===== src/rtl/video_timing_gen.sv =====
// Raster timing generator: pixel-strobe divider, H/V counters, sync/blank decodes and VBLANK interrupt.
// Optional `VT_LINE_IRQ_EN adds a programmable line-compare interrupt (irq_line/lineint_b/lineack_b).
module video_timing_gen #(
    parameter int CE_DIV       = 14,
    parameter int HW           = 9,
    parameter int VW           = 9,
    parameter int H_TOTAL      = 456,
    parameter int H_ACTIVE     = 336,
    parameter int H_SYNC_START = 376,
    parameter int H_SYNC_WIDTH = 32,
    parameter int V_TOTAL      = 262,
    parameter int V_ACTIVE     = 240,
    parameter int V_SYNC_START = 244,
    parameter int V_SYNC_WIDTH = 3
) (
    input  logic          clk,
    input  logic          reset,
    input  logic          vbkack_b,
`ifdef VT_LINE_IRQ_EN
    input  logic [VW-1:0] irq_line,
    input  logic          lineack_b,
    output logic          lineint_b,
`endif
    output logic          pix_ce,
    output logic [HW-1:0] hcount,
    output logic [VW-1:0] vcount,
    output logic          hsync,
    output logic          vsync,
    output logic          hblank_b,
    output logic          vblank_b,
    output logic          nxl_b,
    output logic          vreset_b,
    output logic          vbkint_b
);

    localparam int CW = (CE_DIV > 1) ? $clog2(CE_DIV) : 1;
    localparam logic [CW-1:0] CE_LAST  = CW'(CE_DIV - 1);
    localparam logic [HW-1:0] H_LAST   = HW'(H_TOTAL - 1);
    localparam logic [VW-1:0] V_LAST   = VW'(V_TOTAL - 1);
    localparam logic [HW-1:0] H_ACT    = HW'(H_ACTIVE);
    localparam logic [VW-1:0] V_ACT    = VW'(V_ACTIVE);
    // One extra bit so a sync window ending exactly at 2**HW / 2**VW still compares correctly
    localparam logic [HW:0]   HS_BEG   = (HW+1)'(H_SYNC_START);
    localparam logic [HW:0]   HS_END   = (HW+1)'(H_SYNC_START + H_SYNC_WIDTH);
    localparam logic [VW:0]   VS_BEG   = (VW+1)'(V_SYNC_START);
    localparam logic [VW:0]   VS_END   = (VW+1)'(V_SYNC_START + V_SYNC_WIDTH);

    if (CE_DIV < 1) begin : g_bad_ce
        $error("video_timing_gen: CE_DIV must be >= 1");
    end
    if (H_SYNC_START + H_SYNC_WIDTH > H_TOTAL) begin : g_bad_hsync
        $error("video_timing_gen: hsync window exceeds H_TOTAL");
    end
    if (V_SYNC_START + V_SYNC_WIDTH > V_TOTAL) begin : g_bad_vsync
        $error("video_timing_gen: vsync window exceeds V_TOTAL");
    end
    if (H_ACTIVE >= H_TOTAL) begin : g_bad_hact
        $error("video_timing_gen: H_ACTIVE must be below H_TOTAL");
    end
    if (V_ACTIVE >= V_TOTAL) begin : g_bad_vact
        $error("video_timing_gen: V_ACTIVE must be below V_TOTAL");
    end
    if (H_TOTAL > (1 << HW)) begin : g_bad_hw
        $error("video_timing_gen: H_TOTAL does not fit in HW bits");
    end
    if (V_TOTAL > (1 << VW)) begin : g_bad_vw
        $error("video_timing_gen: V_TOTAL does not fit in VW bits");
    end

    logic [CW-1:0] ce_cnt_q, ce_cnt_d;
    logic          pix_ce_q, pix_ce_d;
    logic [HW-1:0] hcount_q, hcount_d;
    logic [VW-1:0] vcount_q, vcount_d;
    logic          hsync_q, hsync_d;
    logic          vsync_q, vsync_d;
    logic          hblank_b_q, hblank_b_d;
    logic          vblank_b_q, vblank_b_d;
    logic          nxl_b_q, nxl_b_d;
    logic          vreset_b_q, vreset_b_d;
    logic          vbkint_b_q, vbkint_b_d;
    logic          line_start;
    logic [HW:0]   hx;
    logic [VW:0]   vx;

    always_comb begin
        ce_cnt_d   = (ce_cnt_q == CE_LAST) ? '0 : ce_cnt_q + 1'b1;
        pix_ce_d   = (ce_cnt_d == CE_LAST);
        hcount_d   = hcount_q;
        vcount_d   = vcount_q;
        line_start = 1'b0;
        if (pix_ce_q) begin
            if (hcount_q == H_LAST) begin
                hcount_d   = '0;
                line_start = 1'b1;
                vcount_d   = (vcount_q == V_LAST) ? '0 : vcount_q + 1'b1;
            end else begin
                hcount_d = hcount_q + 1'b1;
            end
        end

        // Decode from the next counts so every flag lines up with the counter it describes
        hx         = {1'b0, hcount_d};
        vx         = {1'b0, vcount_d};
        hsync_d    = (hx >= HS_BEG) && (hx < HS_END);
        vsync_d    = (vx >= VS_BEG) && (vx < VS_END);
        hblank_b_d = (hcount_d < H_ACT);
        vblank_b_d = (vcount_d < V_ACT);
        nxl_b_d    = (hcount_d != H_LAST);
        vreset_b_d = !((hcount_d == H_LAST) && (vcount_d == V_LAST));

        // Ack releases the interrupt; a new set in the same clk overrides it
        vbkint_b_d = vbkint_b_q;
        if (!vbkack_b) vbkint_b_d = 1'b1;
        if (line_start && (vcount_d == V_ACT)) vbkint_b_d = 1'b0;
    end

    always_ff @(posedge clk) begin
        if (reset) begin
            ce_cnt_q   <= '0;
            pix_ce_q   <= 1'b0;
            hcount_q   <= '0;
            vcount_q   <= '0;
            hsync_q    <= 1'b0;
            vsync_q    <= 1'b0;
            hblank_b_q <= 1'b1;
            vblank_b_q <= 1'b1;
            nxl_b_q    <= 1'b1;
            vreset_b_q <= 1'b1;
            vbkint_b_q <= 1'b1;
        end else begin
            ce_cnt_q   <= ce_cnt_d;
            pix_ce_q   <= pix_ce_d;
            hcount_q   <= hcount_d;
            vcount_q   <= vcount_d;
            hsync_q    <= hsync_d;
            vsync_q    <= vsync_d;
            hblank_b_q <= hblank_b_d;
            vblank_b_q <= vblank_b_d;
            nxl_b_q    <= nxl_b_d;
            vreset_b_q <= vreset_b_d;
            vbkint_b_q <= vbkint_b_d;
        end
    end

`ifdef VT_LINE_IRQ_EN
    logic lineint_b_q, lineint_b_d;

    // irq_line beyond the frame never matches since vcount never reaches it
    always_comb begin
        lineint_b_d = lineint_b_q;
        if (!lineack_b) lineint_b_d = 1'b1;
        if (line_start && (vcount_d == irq_line)) lineint_b_d = 1'b0;
    end

    always_ff @(posedge clk) begin
        if (reset) lineint_b_q <= 1'b1;
        else       lineint_b_q <= lineint_b_d;
    end

    assign lineint_b = lineint_b_q;
`endif

    assign pix_ce   = pix_ce_q;
    assign hcount   = hcount_q;
    assign vcount   = vcount_q;
    assign hsync    = hsync_q;
    assign vsync    = vsync_q;
    assign hblank_b = hblank_b_q;
    assign vblank_b = vblank_b_q;
    assign nxl_b    = nxl_b_q;
    assign vreset_b = vreset_b_q;
    assign vbkint_b = vbkint_b_q;

endmodule


===== config.mk =====
export PLATFORM = sky130hd
export DESIGN_NAME = video_timing_gen
export DESIGN_NICKNAME = d
export VERILOG_FILES = /design/src/rtl/video_timing_gen.sv
export SDC_FILE = /design/constraint.sdc
export NUM_CORES = 1
export LEC_CHECK = 0
export CORE_MARGIN = 5
export CORE_UTILIZATION = 35
export CTS_BUF_LIST = sky130_fd_sc_hd__clkbuf_8 sky130_fd_sc_hd__clkbuf_16
export DETAILED_ROUTE_END_ITERATION = 12
export GPL_ROUTABILITY_DRIVEN = 0
export MAX_ROUTING_LAYER = met4
export RECOVER_POWER = 50
export SYNTH_ARGS = -nofsm -noshare
export SYNTH_HDL_FRONTEND = slang
export SYNTH_SLANG_ARGS = --single-unit

===== constraint.sdc =====
create_clock -name clk -period 4.47 [get_ports clk]
set_input_delay 0.6705 -clock clk [delete_from_list [all_inputs] [get_ports clk]]
set_output_delay 0.6705 -clock clk [all_outputs]
set_load 0.01 [all_outputs]

==> out/qor.yml <==
report.final.slew_viol_count: 0
placed_cell_area_um2: 1943
antenna_found_initial: 0
ys_warn_count: 0
p_leak_nw: 0.7052
p_per_area_nw_per_um2: 248.2
die_h_um: 78.85
cts.htree.levels: 2
yosysUniqueCellTypes: 50
hp-class: "register to register"
crit_chain: "ha_1, nand4bb_1, nor4_1, nor3_1, a211oi_1, and4b_1"
routed_wl_um: 3758
numCtsBuffers: 5
synth_area_leader_cell: "dfxtp_1"
slew-limit-headroom: 0.2076
num_io_pins: 29
hold_viol: 0
syn-num-nets: 200
yosysSeqAreaShare: 0.3620
clkTransAtPathRegs_ns: 0.06
max_stage_delay_ns: 0.97
synthCells: 194
syn_to_final_growth_pct: 21.72
dpl.hpwl_um: 2655
synth_top_area_frac: 0.3620
layout-drive-gt1-share: 0.09009
synthArstFlopShare: 0
grt_max_degree: 24
die_area_um2: 6217
path_buf_inv: 0
worstPathMaxFanout: 11
antennaDiodeCount: 0
drt_iter0_markers: 76
finalSetupTns_ns: 0
nets: 227
drt_pass1_iterations: 4
crit_path_start_kind: "register"
grt_use_total: 0.1305
clk_latency_ns: 0.28
initial_core_util: 0.3560
rows: 25
drv_cap: 0
cts_hold_buf: 0
critPathArrivalTime_ns: 2.83
synthTopCellsByArea: "dfxtp_1, nor2_1, nand2_1"
fin_skew_ns: 0.003795
grt_pass1_wl_um: 6168
drc: 0
cts_root_buffer: "clkbuf_8"
path_class: "register to register"
finalCritPeriodShare: 0.5950
synth_area_um2: 1659
ys_ff_latch: 30
cts_tree: "done"
outcome: "finished, final reports clean"
post-cts-setup-buffers: 0
dr_total_vias: 1431
ir_drop_mv: 0.1647
setup_violations: 0
synth_enable_flop_cells: 0
tightestPinTransition_ns: 1.178
critical_path.top_delay_family: "simple AND/OR/NAND/NOR gates"
die-width_um: 78.85
slowest_stage: "nor4_1"
final_antenna_net_count: 0
portBuffers: 28
finalCriticalPeriod_ns: 2.659
rsz0062_at_grt: "false"
cts_sinks: 30
grt_pass1_vias: 1305
post_cts_resize_count: 0
clockBufferDepth: 2
endpoint_kind: "register"
avgSynthCellArea_um2: 8.552
required_ns: 4.64
synth_ff_type: "dfxtp_1"
wl_per_cell_um: 13.62
timing.fmax_mhz: 376.0
core-area_um2: 4661
vias_per_cell: 5.185
gr-total-overflow: 0
finalInstanceArea_um2: 2019
==> layout by cell type, fill, tap and decap left out, types with 3 or more instances in the layout <==
cell,n
xor2_1,4
nand3_1,9
a21oi_1,11
and3_1,4
ha_1,3
dlygate4sd3_1,12
inv_1,6
nor2_1,24
nor4_1,5
o21ai_0,10
nor3_1,8
nand4_1,3
clkdlybuf4s50_1,16
xnor2_1,8
dfxtp_1,30
clkbuf_8,6
nand2_1,19
a31oi_1,3
==> layer usage <==
metal  vias to the layer above  GRT usage  routed length [µm]  part of all wire
li1                        754          -                   -                 -
met1                       642     0.1660                1909              0.51
met2                        29     0.1944                1622              0.43
met3                         6    0.03968                 164             0.044
met4                         0    0.05155                  61             0.016
met5                         -          -                   0                 0
==> where the power goes <==
group / internal [mW] / switching, mW / total [mW]
logic: 0.00386 / 0.00534 / 0.00920
clock network: 0.122 / 0.0988 / 0.220
registers: 0.269 / 0.00243 / 0.272
==> cells by family (layout without fill, tap and decap cells) <==
| group | after synthesis | count (layout) | share of synthesized area |
|---|---|---|---|
| mux | 1 | 1 | 0.006787 |
| simple gates | 96 | 96 | 0.3416 |
| buf+inv | 13 | 41 | 0.04977 |
| fa+ha+maj | 3 | 3 | 0.02263 |
| flops | 30 | 30 | 0.3620 |
| compound gates | 39 | 39 | 0.1539 |
| xor+xnor | 12 | 12 | 0.06335 |
==> area by class of cell <==
type	count	area, µm²
inverters	5	18.77
well taps	54	67.56
flip-flops and latches	30	600.6
clock buffers	6	82.58
clock inverters	2	8.758
fillers	476	2641
repair buffers	28	280.3
multi-input cells	151	960.9
==> final timing paths <==
| path | from | end | slack (ns) | cells after the start |
|---|---|---|---|---|
| setup / recovery | vcount[0]$_SDFF_PP0_ | vsync$_SDFF_PP0_ | 1.81 | 6 |
| hold / removal | ce_cnt_q[3]$_SDFF_PP0_ | ce_cnt_q[3]$_SDFF_PP0_ | 0.48 | 2 |
| setup reg to reg | vcount[0]$_SDFF_PP0_ | vsync$_SDFF_PP0_ | 1.81 | 6 |
| hold reg to reg | ce_cnt_q[3]$_SDFF_PP0_ | ce_cnt_q[3]$_SDFF_PP0_ | 0.48 | 2 |
==> cell usage after synthesis, drive strengths merged, types with 2 or more instances <==
| cell | count |
|---|---|
| nor3b | 2 |
| nand4bb | 2 |
| nor2b | 2 |
| a21oi | 11 |
| o2bb2ai | 2 |
| and4b | 3 |
| and3 | 6 |
| nand2b | 3 |
| nand4 | 3 |
| inv | 5 |
| nor2 | 24 |
| nor3 | 9 |
| xnor2 | 8 |
| xor2 | 4 |
| o21a | 2 |
| nor4 | 6 |
| o21ai | 10 |
| ha | 3 |
| a31oi | 3 |
| a21o | 2 |
| dfxtp | 30 |
| or3 | 2 |
| clkbuf | 3 |
| nand3 | 10 |
| nand2 | 19 |
| buf | 5 |
==> sequential cells by signal, summed over array words and instances (netlist names) <==
signal / count
hcount: 9
hsync: 1
pix_ce: 1
vreset_b: 1
vcount: 9
vblank_b: 1
nxl_b: 1
vsync: 1
vbkint_b: 1
hblank_b: 1
ce_cnt_q: 4
==> per-stage QoR <==
stage            util  setup slack, ns  std cells  power (mW)  hold slack (ns)
2_1_floorplan       -            2.515        194      0.2832           0.4570
3_3_place_gp   0.4169            1.916        268      0.2868           0.4700
3_5_place_dp   0.4169            1.878        268      0.2870           0.4757
4_1_cts        0.4365            2.187        276      0.5126           0.4834
5_1_grt        0.4333            1.600        276      0.5283           0.4997
6_report       0.4333            1.811        276      0.5013           0.4807
==> worst reg2reg max path, stage by stage, from the launching register on <==
cell and delay, ns:
dfxtp_1 0.53, ha_1 0.22, nand4bb_1 0.12, nor4_1 0.97
nor3_1 0.11, a211oi_1 0.38, and4b_1 0.23
Note: power is estimated with default switching activity, not from simulation.
